### src/rtl/reaction_pkg.sv
// Shared types and constants for the reaction-time game datapath.
package reaction_pkg;

    typedef enum logic [2:0] {
        ST_IDLE,
        ST_WAIT,
        ST_TIMING,
        ST_DONE,
        ST_FOUL,
        ST_TOUT
    } rt_state_t;

    localparam logic [15:0] BCD_MAX  = 16'h9999;
    localparam logic [15:0] BCD_ZERO = 16'h0000;

endpackage

### src/rtl/reaction_timer_bcd_counter4.sv
// Four-digit BCD up-counter with synchronous clear; holds at 9999 instead of wrapping.
module bcd_counter4
    import reaction_pkg::*;
(
    input  logic        clk,
    input  logic        rst,
    input  logic        clr_i,
    input  logic        inc_i,
    output logic [15:0] value_o,
    output logic        at_max_o
);

    logic [15:0] value_q, value_d;
    logic        carry;

    assign at_max_o = (value_q == BCD_MAX);
    assign value_o  = value_q;

    always_comb begin
        value_d = value_q;
        carry   = 1'b1;
        if (clr_i) begin
            value_d = BCD_ZERO;
        end else if (inc_i && !at_max_o) begin
            // Ripple the +1 through the digits; a 9 rolls to 0 and passes the carry on.
            for (int i = 0; i < 4; i++) begin
                if (carry) begin
                    if (value_q[i*4 +: 4] == 4'd9) begin
                        value_d[i*4 +: 4] = 4'd0;
                    end else begin
                        value_d[i*4 +: 4] = value_q[i*4 +: 4] + 4'd1;
                        carry             = 1'b0;
                    end
                end
            end
        end
    end

    always_ff @(posedge clk) begin
        if (rst) begin
            value_q <= BCD_ZERO;
        end else begin
            value_q <= value_d;
        end
    end

endmodule

### src/rtl/reaction_timer.sv
// Reaction-time measurement: arms the stimulus generator, times the response in ms (BCD),
// flags false starts and timeouts, and tracks the best valid time since reset.
//
// state  | meaning
// IDLE   | after reset, waiting for start
// WAIT   | armed, waiting for randomtick
// TIMING | LED on, counting ms until a press
// DONE   | valid result in time_bcd
// FOUL   | pressed before the stimulus
// TOUT   | no press before 9999 ms
module reaction_timer
    import reaction_pkg::*;
#(
    parameter int unsigned TICK_DIV = 50000
) (
    input  logic        clk,
    input  logic        rst,
    input  logic        start,
    input  logic        btn,
    input  logic        randomtick,
    output logic        stimulated,
    output logic        led,
    output logic [15:0] time_bcd,
    output logic [15:0] best_bcd,
    output logic        valid,
    output logic        false_start,
    output logic        timeout
);

    localparam int PW = (TICK_DIV > 1) ? $clog2(TICK_DIV) : 1;
    localparam logic [PW-1:0] PRESC_LAST = PW'(TICK_DIV - 1);

    rt_state_t   state_q, state_d;
    logic        btn_q;
    logic [PW-1:0] presc_q, presc_d;
    logic [15:0] best_q, best_d;
    logic        press;
    logic        ms_wrap;
    logic        cnt_clr;
    logic        cnt_inc;
    logic        cnt_at_max;
    logic [15:0] cnt_value;

    assign press   = btn & ~btn_q;
    assign ms_wrap = (state_q == ST_TIMING) && (presc_q == PRESC_LAST);
    assign cnt_clr = (state_d == ST_WAIT) && (state_q != ST_WAIT);
    // The press edge freezes the result, so a coincident ms wrap is not counted.
    assign cnt_inc = ms_wrap && (state_d == ST_TIMING);

    always_ff @(posedge clk) begin
        if (rst) begin
            state_q <= ST_IDLE;
        end else begin
            state_q <= state_d;
        end
    end

    always_comb begin
        state_d = state_q;
        case (state_q)
            ST_IDLE: begin
                if (start) state_d = ST_WAIT;
            end
            ST_WAIT: begin
                if (press)           state_d = ST_FOUL;
                else if (randomtick) state_d = ST_TIMING;
            end
            ST_TIMING: begin
                if (cnt_at_max) state_d = ST_TOUT;
                else if (press) state_d = ST_DONE;
            end
            ST_DONE, ST_FOUL, ST_TOUT: begin
                if (start) state_d = ST_WAIT;
            end
            default: state_d = ST_IDLE;
        endcase
    end

    always_comb begin
        stimulated  = (state_q == ST_WAIT) || (state_q == ST_TIMING);
        led         = (state_q == ST_TIMING);
        valid       = (state_q == ST_DONE);
        false_start = (state_q == ST_FOUL);
        timeout     = (state_q == ST_TOUT);
    end

    always_comb begin
        presc_d = '0;
        if (state_q == ST_TIMING && !ms_wrap) begin
            presc_d = presc_q + 1'b1;
        end
    end

    always_comb begin
        best_d = best_q;
        if (state_q == ST_TIMING && state_d == ST_DONE && cnt_value < best_q) begin
            best_d = cnt_value;
        end
    end

    always_ff @(posedge clk) begin
        if (rst) begin
            btn_q   <= 1'b0;
            presc_q <= '0;
            best_q  <= BCD_MAX;
        end else begin
            btn_q   <= btn;
            presc_q <= presc_d;
            best_q  <= best_d;
        end
    end

    bcd_counter4 u_ms_count (
        .clk      (clk),
        .rst      (rst),
        .clr_i    (cnt_clr),
        .inc_i    (cnt_inc),
        .value_o  (cnt_value),
        .at_max_o (cnt_at_max)
    );

    assign time_bcd = cnt_value;
    assign best_bcd = best_q;

endmodule

### config.mk
export PLATFORM = sky130hd
export DESIGN_NAME = reaction_timer
export DESIGN_NICKNAME = d
export VERILOG_FILES = /design/src/rtl/reaction_pkg.sv /design/src/rtl/reaction_timer_bcd_counter4.sv /design/src/rtl/reaction_timer.sv
export SDC_FILE = /design/constraint.sdc
export NUM_CORES = 1
export LEC_CHECK = 0
export CORE_ASPECT_RATIO = 1.1
export CORE_UTILIZATION = 45
export CTS_BUF_LIST = sky130_fd_sc_hd__clkbuf_4 sky130_fd_sc_hd__clkbuf_8
export DETAILED_ROUTE_END_ITERATION = 12
export PLACE_DENSITY = 0.68
export SETUP_SLACK_MARGIN = 0.2
export SKIP_CTS_REPAIR_TIMING = 1
export SLEW_MARGIN = 10
export SYNTH_ARGS = -nofsm -noshare
export SYNTH_HDL_FRONTEND = slang
export SYNTH_HIERARCHICAL = 1
export SYNTH_SLANG_ARGS = --single-unit
export TNS_END_PERCENT = 20
### constraint.sdc
create_clock -name clk -period 3.65 [get_ports clk]
set_clock_uncertainty 0.1 [all_clocks]
set_input_delay 0.73 -clock clk [delete_from_list [all_inputs] [get_ports clk]]
set_output_delay 0.73 -clock clk [all_outputs]
set_load 0.02 [all_outputs]
==> impl_metrics.prom, run 1 <==
# TYPE chip_impl_metric gauge
chip_impl_metric{name="pwr-share-seq",unit="%"} 57.6
chip_impl_metric{name="die-height",unit="um"} 86.3
chip_impl_metric{name="first_pass_iters",unit=""} 4
chip_impl_metric{name="cts_sinks",unit=""} 52
chip_impl_metric{name="drt-total-wl",unit="mm"} 6.07
chip_impl_metric{name="async_reset_ff_share",unit="%"} 0
chip_impl_metric{name="ant_nets",unit=""} 0
chip_impl_info{name="timing.critical_path.slowest_stage_cell",value="nor4bb_1"} 1
chip_impl_metric{name="net-switching-power",unit="W"} 0.000246
chip_impl_metric{name="slew_violations",unit=""} 0
chip_impl_metric{name="worst_ep_required_time",unit="ps"} 3750
chip_impl_info{name="mostFrequentLayoutCells",value="nor2_1 (54), dfxtp_1 (52), clkdlybuf4s50_1 (41)"} 1
chip_impl_info{name="rr_startpoint",value="u_ms_count/value_o[11]"} 1
chip_impl_metric{name="tightestPinTransition",unit="ps"} 788
chip_impl_metric{name="regToRegSetupSlack",unit="ps"} 350
chip_impl_metric{name="synth_enable_flop_cells",unit=""} 0
chip_impl_metric{name="critPathArrivalTime",unit="ps"} 3400
chip_impl_metric{name="grt_start_max_net_pins",unit=""} 34
chip_impl_metric{name="core_region_area",unit="um^2"} 6190
chip_impl_info{name="timing.hold.worst.class",value="reg -> reg"} 1
chip_impl_metric{name="clk_lat_worst_skew",unit="ps"} 300
chip_impl_info{name="tritoncts_clock_tree",value="built"} 1
chip_impl_metric{name="yosys_register_bits",unit=""} 52
chip_impl_metric{name="power.combinational.fraction",unit="%"} 7.9
chip_impl_metric{name="timing.critical_path.fanout_max",unit=""} 9
chip_impl_metric{name="static-leakage-power",unit="nW"} 1.36
chip_impl_metric{name="die_wd",unit="um"} 78.6
chip_impl_metric{name="setup-tns-final",unit="ps"} 0
chip_impl_info{name="hold-path-endpoint",value="presc_q[0]"} 1
chip_impl_metric{name="power_density",unit="nW/um^2"} 286
chip_impl_metric{name="synth_seq_area_share",unit="%"} 35.8
chip_impl_metric{name="peakVddDrop",unit="V"} 0.000172
chip_impl_metric{name="clock_tree.buffer_depth",unit=""} 2
chip_impl_metric{name="layout-drive-gt1-share",unit="%"} 7.22
chip_impl_metric{name="num-fill-cells",unit=""} 591
chip_impl_metric{name="finish.net_count",unit=""} 408
chip_impl_metric{name="place.detailed.hpwl",unit="mm"} 4.39
chip_impl_metric{name="final_hold_viol_count",unit=""} 0
chip_impl_info{name="setup_repair_after_global_routing_missed_its_margin",value="false"} 1
chip_impl_metric{name="grt_antenna_before_repair",unit=""} 0
chip_impl_metric{name="worst-r2r-cell-count",unit=""} 10
chip_impl_metric{name="io_pins",unit=""} 42
chip_impl_metric{name="cell_count_of_the_worst_hold_path",unit=""} 1
chip_impl_metric{name="globalplace.congestion",unit=""} 0.810
chip_impl_info{name="ys.flop_type",value="dfxtp_1"} 1
chip_impl_metric{name="vias_per_cell",unit=""} 5.41
chip_impl_info{name="critical_path.startpoint_type",value="register"} 1
chip_impl_metric{name="antennaDiodeCount",unit=""} 0
chip_impl_info{name="path_cells",value="nor4bb_1 -> nand2_1 -> nor4_1 -> o21ai_0 -> nand3_1 -> nor4_2 -> buf_4 -> and2_1 -> and4_1 -> a2111oi_2"} 1
chip_impl_metric{name="finalCoreUtilization",unit="%"} 57.0
chip_impl_metric{name="detail_route.drc_violations",unit=""} 0
chip_impl_info{name="clock-root-buffer",value="clkbuf_8"} 1
chip_impl_metric{name="pwr-share-clk",unit="%"} 34.5
chip_impl_metric{name="avgSynthCellArea",unit="um^2"} 8.52
chip_impl_metric{name="clock_tree.htree_level_count",unit=""} 2
chip_impl_metric{name="numPortBuffers",unit=""} 41
chip_impl_metric{name="sw_frac_of_total",unit="%"} 24.4
chip_impl_metric{name="placement_rows",unit=""} 30
chip_impl_metric{name="p_int",unit="W"} 0.000763
chip_impl_metric{name="via_count_of_the_first_global_routing_pass",unit=""} 2293
chip_impl_metric{name="numCtsBuffers",unit=""} 5
chip_impl_metric{name="maxClockFrequency",unit="GHz"} 0.303
chip_impl_metric{name="synthesis.nets",unit=""} 362
chip_impl_metric{name="fin_crit_sh",unit="%"} 90.4
chip_impl_metric{name="setup_viol",unit=""} 0
chip_impl_metric{name="globalRouteTotalUtil",unit="%"} 18.5
chip_impl_info{name="run_status",value="completed"} 1
chip_impl_info{name="worst_r2r_endpoint",value="u_ms_count/value_o[3]"} 1
chip_impl_metric{name="ys_warn_count",unit=""} 6
chip_impl_info{name="timing.critical_path.to_type",value="register"} 1
chip_impl_metric{name="initial_core_utilization",unit="%"} 46.9
chip_impl_metric{name="flow.area_growth_from_synthesis",unit="%"} 21.5
chip_impl_metric{name="first_iter_violations",unit=""} 176
chip_impl_metric{name="syn-instance-count",unit=""} 341
chip_impl_metric{name="die_area",unit="um^2"} 6780
chip_impl_info{name="layout.cells.most_common",value="nor2_1"} 1
chip_impl_metric{name="clkTransAtPathRegs",unit="ps"} 100
chip_impl_metric{name="worst_path_largest_cell_delay",unit="ps"} 550
chip_impl_metric{name="max_slew_margin",unit="%"} 47.2
chip_impl_metric{name="grt_pass1_wl",unit="mm"} 10.1
chip_impl_metric{name="netlist_area",unit="um^2"} 2900
chip_impl_metric{name="routedWlPerCell",unit="um"} 13.0
chip_impl_info{name="timing_worst_setup_path_type",value="reg -> reg"} 1
chip_impl_metric{name="synth.distinct_cells",unit=""} 51
chip_impl_metric{name="post-route-min-period",unit="ps"} 3300
chip_impl_metric{name="overflow",unit=""} 0
chip_impl_info{name="hold_start",value="presc_q[0]"} 1
chip_impl_metric{name="route.vias.total",unit=""} 2534
chip_impl_metric{name="maxCapViolations",unit=""} 0
## cells in the mapped netlist, types with 7 or more instances
library cell,instances,share of area (%)
nand2_1,14,1.8
ha_1,16,6.9
mux2i_1,17,5.9
xnor2_1,11,3.3
nand4_1,7,1.5
nand2b_1,18,3.9
or4_1,7,1.8
a21oi_1,21,3.6
nor2_1,54,7.0
dfxtp_1,52,36
inv_1,27,3.5
nor2b_1,8,1.7
## how the worst max path moves through the flow
stage / slack, ps / start / end / cells past startpoint
final: 350 / u_ms_count/value_o[11] / u_ms_count/value_o[3] / 10
after global placement: 240 / btn / u_ms_count/value_o[15] / 9
after detailed placement: 120 / btn / u_ms_count/value_o[15] / 9
after CTS: 430 / btn / u_ms_count/value_o[15] / 9
after floorplan: 420 / u_ms_count/value_o[6] / u_ms_count/value_o[15] / 9
after global routing: 220 / u_ms_count/value_o[11] / u_ms_count/value_o[3] / 10
## power by group through the flow
stage          registers [W]  logic [W]  clock network [W]
6_report            0.000581  0.0000792           0.000349
5_1_grt             0.000583  0.0000873           0.000377
4_1_cts             0.000581  0.0000794           0.000357
3_5_place_dp        0.000594  0.0000791                  0
3_3_place_gp        0.000595  0.0000783                  0
2_1_floorplan       0.000592  0.0000559                  0
## flip-flops by register name (all words and copies together), names as in the netlist
signal              count
btn_q                   1
presc_q                16
u_ms_count/value_o     16
best_bcd               16
state_q                 3
## final cells by class
class	count	area, um^2	area share (%)
Multi-Input combinational cell	250	1700	48.3
Sequential cell	52	1040	29.5
Timing Repair Buffer	51	485	13.8
Inverter	27	101	2.87
Tap cell	80	100	2.84
Clock buffer	6	82.6	2.34
Clock inverter	2	15.0	0.425
## metrics by stage
step | setup WS, ps | hold slack, ps | cell area [um^2] | cells | power [W]
after global routing | 223 | 399 | 3530 | 468 | 0.00105
after global placement | 237 | 326 | 3430 | 460 | 0.000673
after floorplan | 418 | 313 | 2900 | 341 | 0.000648
final | 351 | 354 | 3530 | 468 | 0.00101
after CTS | 435 | 353 | 3520 | 468 | 0.00102
after detailed placement | 118 | 334 | 3430 | 460 | 0.000674
## cell families after synthesis
family	after synthesis	synth area share (%)
adder cells (fa/ha/maj)	16	6.89
multiplexers	17	5.86
XOR/XNOR	17	5.13
flip-flops	52	35.8
buffers and inverters	39	5.69
AND/OR/NAND/NOR	150	29.1
AO/OA/AOI/OAI	50	11.5
## routing by layer
layer	wire length (um)	vias up	GRT usage, %
met2	2950	60	31.9
li1	-	1279	-
met3	219	7	2.84
met5	0	-	0
met4	101	0	7.07
met1	2790	1188	23.1
## critical path: cells and delay by family (launching register included)
kind            cells  cell delay [ps]
compound gates      2              570
flops               1              470
buf+inv             1              150
simple gates        7             1910
Note: power is estimated with default switching activity, not from simulation.
==> inputs of run 2 (changes only) <==
--- a/config.mk
+++ b/config.mk
@@ -10,6 +10,7 @@
 export CTS_BUF_LIST = sky130_fd_sc_hd__clkbuf_4 sky130_fd_sc_hd__clkbuf_8
 export DETAILED_ROUTE_END_ITERATION = 12
 export PLACE_DENSITY = 0.68
+export REMOVE_ABC_BUFFERS = 1
 export SETUP_SLACK_MARGIN = 0.2
 export SKIP_CTS_REPAIR_TIMING = 1
 export SLEW_MARGIN = 10
==> impl_metrics.prom, run 2 (synthesis gave the netlist of run 1 again) <==
# TYPE chip_impl_metric gauge
chip_impl_metric{name="grt_antenna_before_repair",unit=""} 0
chip_impl_metric{name="ant_nets",unit=""} 0
chip_impl_metric{name="peakVddDrop",unit="V"} 0.000178
chip_impl_metric{name="final_hold_viol_count",unit=""} 0
chip_impl_info{name="clock-root-buffer",value="clkbuf_8"} 1
chip_impl_metric{name="die_wd",unit="um"} 78.6
chip_impl_metric{name="setup-tns-final",unit="ps"} 0
chip_impl_metric{name="detail_route.drc_violations",unit=""} 0
chip_impl_metric{name="worst_path_largest_cell_delay",unit="ps"} 560
chip_impl_info{name="timing_worst_setup_path_type",value="in -> reg"} 1
chip_impl_metric{name="clock_tree.htree_level_count",unit=""} 2
chip_impl_metric{name="numPortBuffers",unit=""} 41
chip_impl_metric{name="regToRegSetupSlack",unit="ps"} 590
chip_impl_metric{name="clk_lat_worst_skew",unit="ps"} 310
chip_impl_metric{name="maxClockFrequency",unit="GHz"} 0.313
chip_impl_metric{name="max_slew_margin",unit="%"} 48.9
chip_impl_metric{name="clkTransAtPathRegs",unit="ps"} 100
chip_impl_metric{name="post-route-min-period",unit="ps"} 3200
chip_impl_info{name="timing.hold.worst.class",value="reg -> reg"} 1
chip_impl_metric{name="timing.critical_path.fanout_max",unit=""} 6
chip_impl_info{name="timing.critical_path.slowest_stage_cell",value="or4_4"} 1
chip_impl_info{name="critical_path.startpoint_type",value="primary input"} 1
chip_impl_metric{name="worst-r2r-cell-count",unit=""} 10
chip_impl_metric{name="maxCapViolations",unit=""} 0
chip_impl_metric{name="drt-total-wl",unit="mm"} 6.06
chip_impl_metric{name="setup_viol",unit=""} 0
chip_impl_metric{name="clock_tree.buffer_depth",unit=""} 2
chip_impl_metric{name="core_region_area",unit="um^2"} 6190
chip_impl_info{name="timing.critical_path.to_type",value="register"} 1
chip_impl_info{name="layout.cells.most_common",value="nor2_1"} 1
chip_impl_metric{name="flow.area_growth_from_synthesis",unit="%"} 21.4
chip_impl_metric{name="static-leakage-power",unit="nW"} 1.37
chip_impl_info{name="tritoncts_clock_tree",value="built"} 1
chip_impl_metric{name="placement_rows",unit=""} 30
chip_impl_metric{name="first_iter_violations",unit=""} 129
chip_impl_metric{name="die_area",unit="um^2"} 6780
chip_impl_metric{name="power_density",unit="nW/um^2"} 285
chip_impl_metric{name="overflow",unit=""} 0
chip_impl_metric{name="tightestPinTransition",unit="ps"} 763
chip_impl_metric{name="route.vias.total",unit=""} 2510
chip_impl_info{name="cp-startpoint",value="btn"} 1
chip_impl_info{name="critPathCapture",value="u_ms_count/value_o[15]"} 1
chip_impl_info{name="mostFrequentLayoutCells",value="nor2_1 (54), dfxtp_1 (52), clkdlybuf4s50_1 (41)"} 1
chip_impl_info{name="run_status",value="completed"} 1
chip_impl_metric{name="grt_start_max_net_pins",unit=""} 37
chip_impl_metric{name="layout-drive-gt1-share",unit="%"} 7.20
chip_impl_info{name="worst_r2r_endpoint",value="u_ms_count/value_o[15]"} 1
chip_impl_metric{name="antennaDiodeCount",unit=""} 0
chip_impl_info{name="setup_repair_after_global_routing_missed_its_margin",value="false"} 1
chip_impl_metric{name="numCtsBuffers",unit=""} 5
chip_impl_metric{name="globalplace.congestion",unit=""} 0.788
chip_impl_metric{name="cell_count_of_the_worst_hold_path",unit=""} 1
chip_impl_metric{name="num-fill-cells",unit=""} 602
chip_impl_metric{name="fin_crit_sh",unit="%"} 87.6
chip_impl_metric{name="die-height",unit="um"} 86.3
chip_impl_metric{name="grt_pass1_wl",unit="mm"} 10.4
chip_impl_metric{name="slew_violations",unit=""} 0
chip_impl_metric{name="power.total",unit="W"} 0.00100
chip_impl_metric{name="worst_ep_required_time",unit="ps"} 3800
chip_impl_metric{name="critPathArrivalTime",unit="ps"} 3350
chip_impl_info{name="rr_startpoint",value="u_ms_count/value_o[9]"} 1
chip_impl_metric{name="first_pass_iters",unit=""} 4
chip_impl_metric{name="cts_sinks",unit=""} 52
chip_impl_metric{name="vias_per_cell",unit=""} 5.35
chip_impl_metric{name="initial_core_utilization",unit="%"} 46.9
chip_impl_metric{name="finish.net_count",unit=""} 409
chip_impl_info{name="path_cells",value="clkdlybuf4s50_1 -> nor2b_1 -> o21ai_0 -> nand3_1 -> nor4_1 -> inv_1 -> or4_4 -> or4_1 -> a21oi_1"} 1
chip_impl_metric{name="place.detailed.hpwl",unit="mm"} 4.38
chip_impl_metric{name="io_pins",unit=""} 42
chip_impl_metric{name="via_count_of_the_first_global_routing_pass",unit=""} 2296
chip_impl_metric{name="globalRouteTotalUtil",unit="%"} 19.2
chip_impl_metric{name="routedWlPerCell",unit="um"} 12.9
==> run 2: cell types whose count changed in the layout (fill, tap and decap cells not counted), sizes merged <==
cell      change
buf           +1
clkinv        +1
clkinvlp      -1
==> run 2: how the worst min path moves through the flow <==
| stage | to | startpoint | slack (ps) |
|---|---|---|---|
| 3_3_place_gp | presc_q[0] | presc_q[0] | 320 |
| 6_report | presc_q[0] | presc_q[0] | 340 |
| 3_5_place_dp | presc_q[0] | presc_q[0] | 330 |
| 5_1_grt | presc_q[0] | presc_q[0] | 370 |
| 4_1_cts | presc_q[0] | presc_q[0] | 350 |
| 2_1_floorplan | presc_q[0] | presc_q[0] | 310 |
==> run 2: routing by layer <==
metal / vias up / part of all wire (%) / track usage, %
met5: - / 0 / 0
met2: 34 / 48 / 33.4
met4: 0 / 0.97 / 5.89
met1: 1191 / 48 / 23.9
li1: 1280 / - / -
met3: 5 / 2.5 / 3.58
==> run 2: critical path: cells and delay by family <==
family | cells | cell delay (ps)
AND/OR/NAND/NOR | 5 | 1710
AO/OA/AOI/OAI | 2 | 350
buffers and inverters | 2 | 570
==> run 2: layout make-up <==
cell class	instances	area [um^2]	share of cell area, %
timing repair buffer	52	493	14.0
tap	80	100	2.84
inverter	27	101	2.87
multi-input combinational	250	1700	48.2
clock buffer	6	76.3	2.16
clock inverter	2	16.3	0.461
sequential	52	1040	29.5
==> run 2: power breakdown <==
| part | total, W | internal (W) | switching, W |
|---|---|---|---|
| clock network | 0.000344 | 0.000144 | 0.000200 |
| logic | 0.0000792 | 0.0000362 | 0.0000429 |
| registers | 0.000581 | 0.000573 | 0.00000869 |
| total | 0.00100 | 0.000753 | 0.000251 |
==> run 2: metrics by stage <==
stage	setup slack [ps]	cells	cell area, um^2	util [%]	hold slack (ps)
2_1_floorplan	418	329	2840	-	313
3_3_place_gp	200	461	3430	55.4	325
3_5_place_dp	148	461	3430	55.4	332
4_1_cts	478	469	3530	56.9	346
5_1_grt	326	469	3530	56.9	366
6_report	451	469	3530	56.9	341
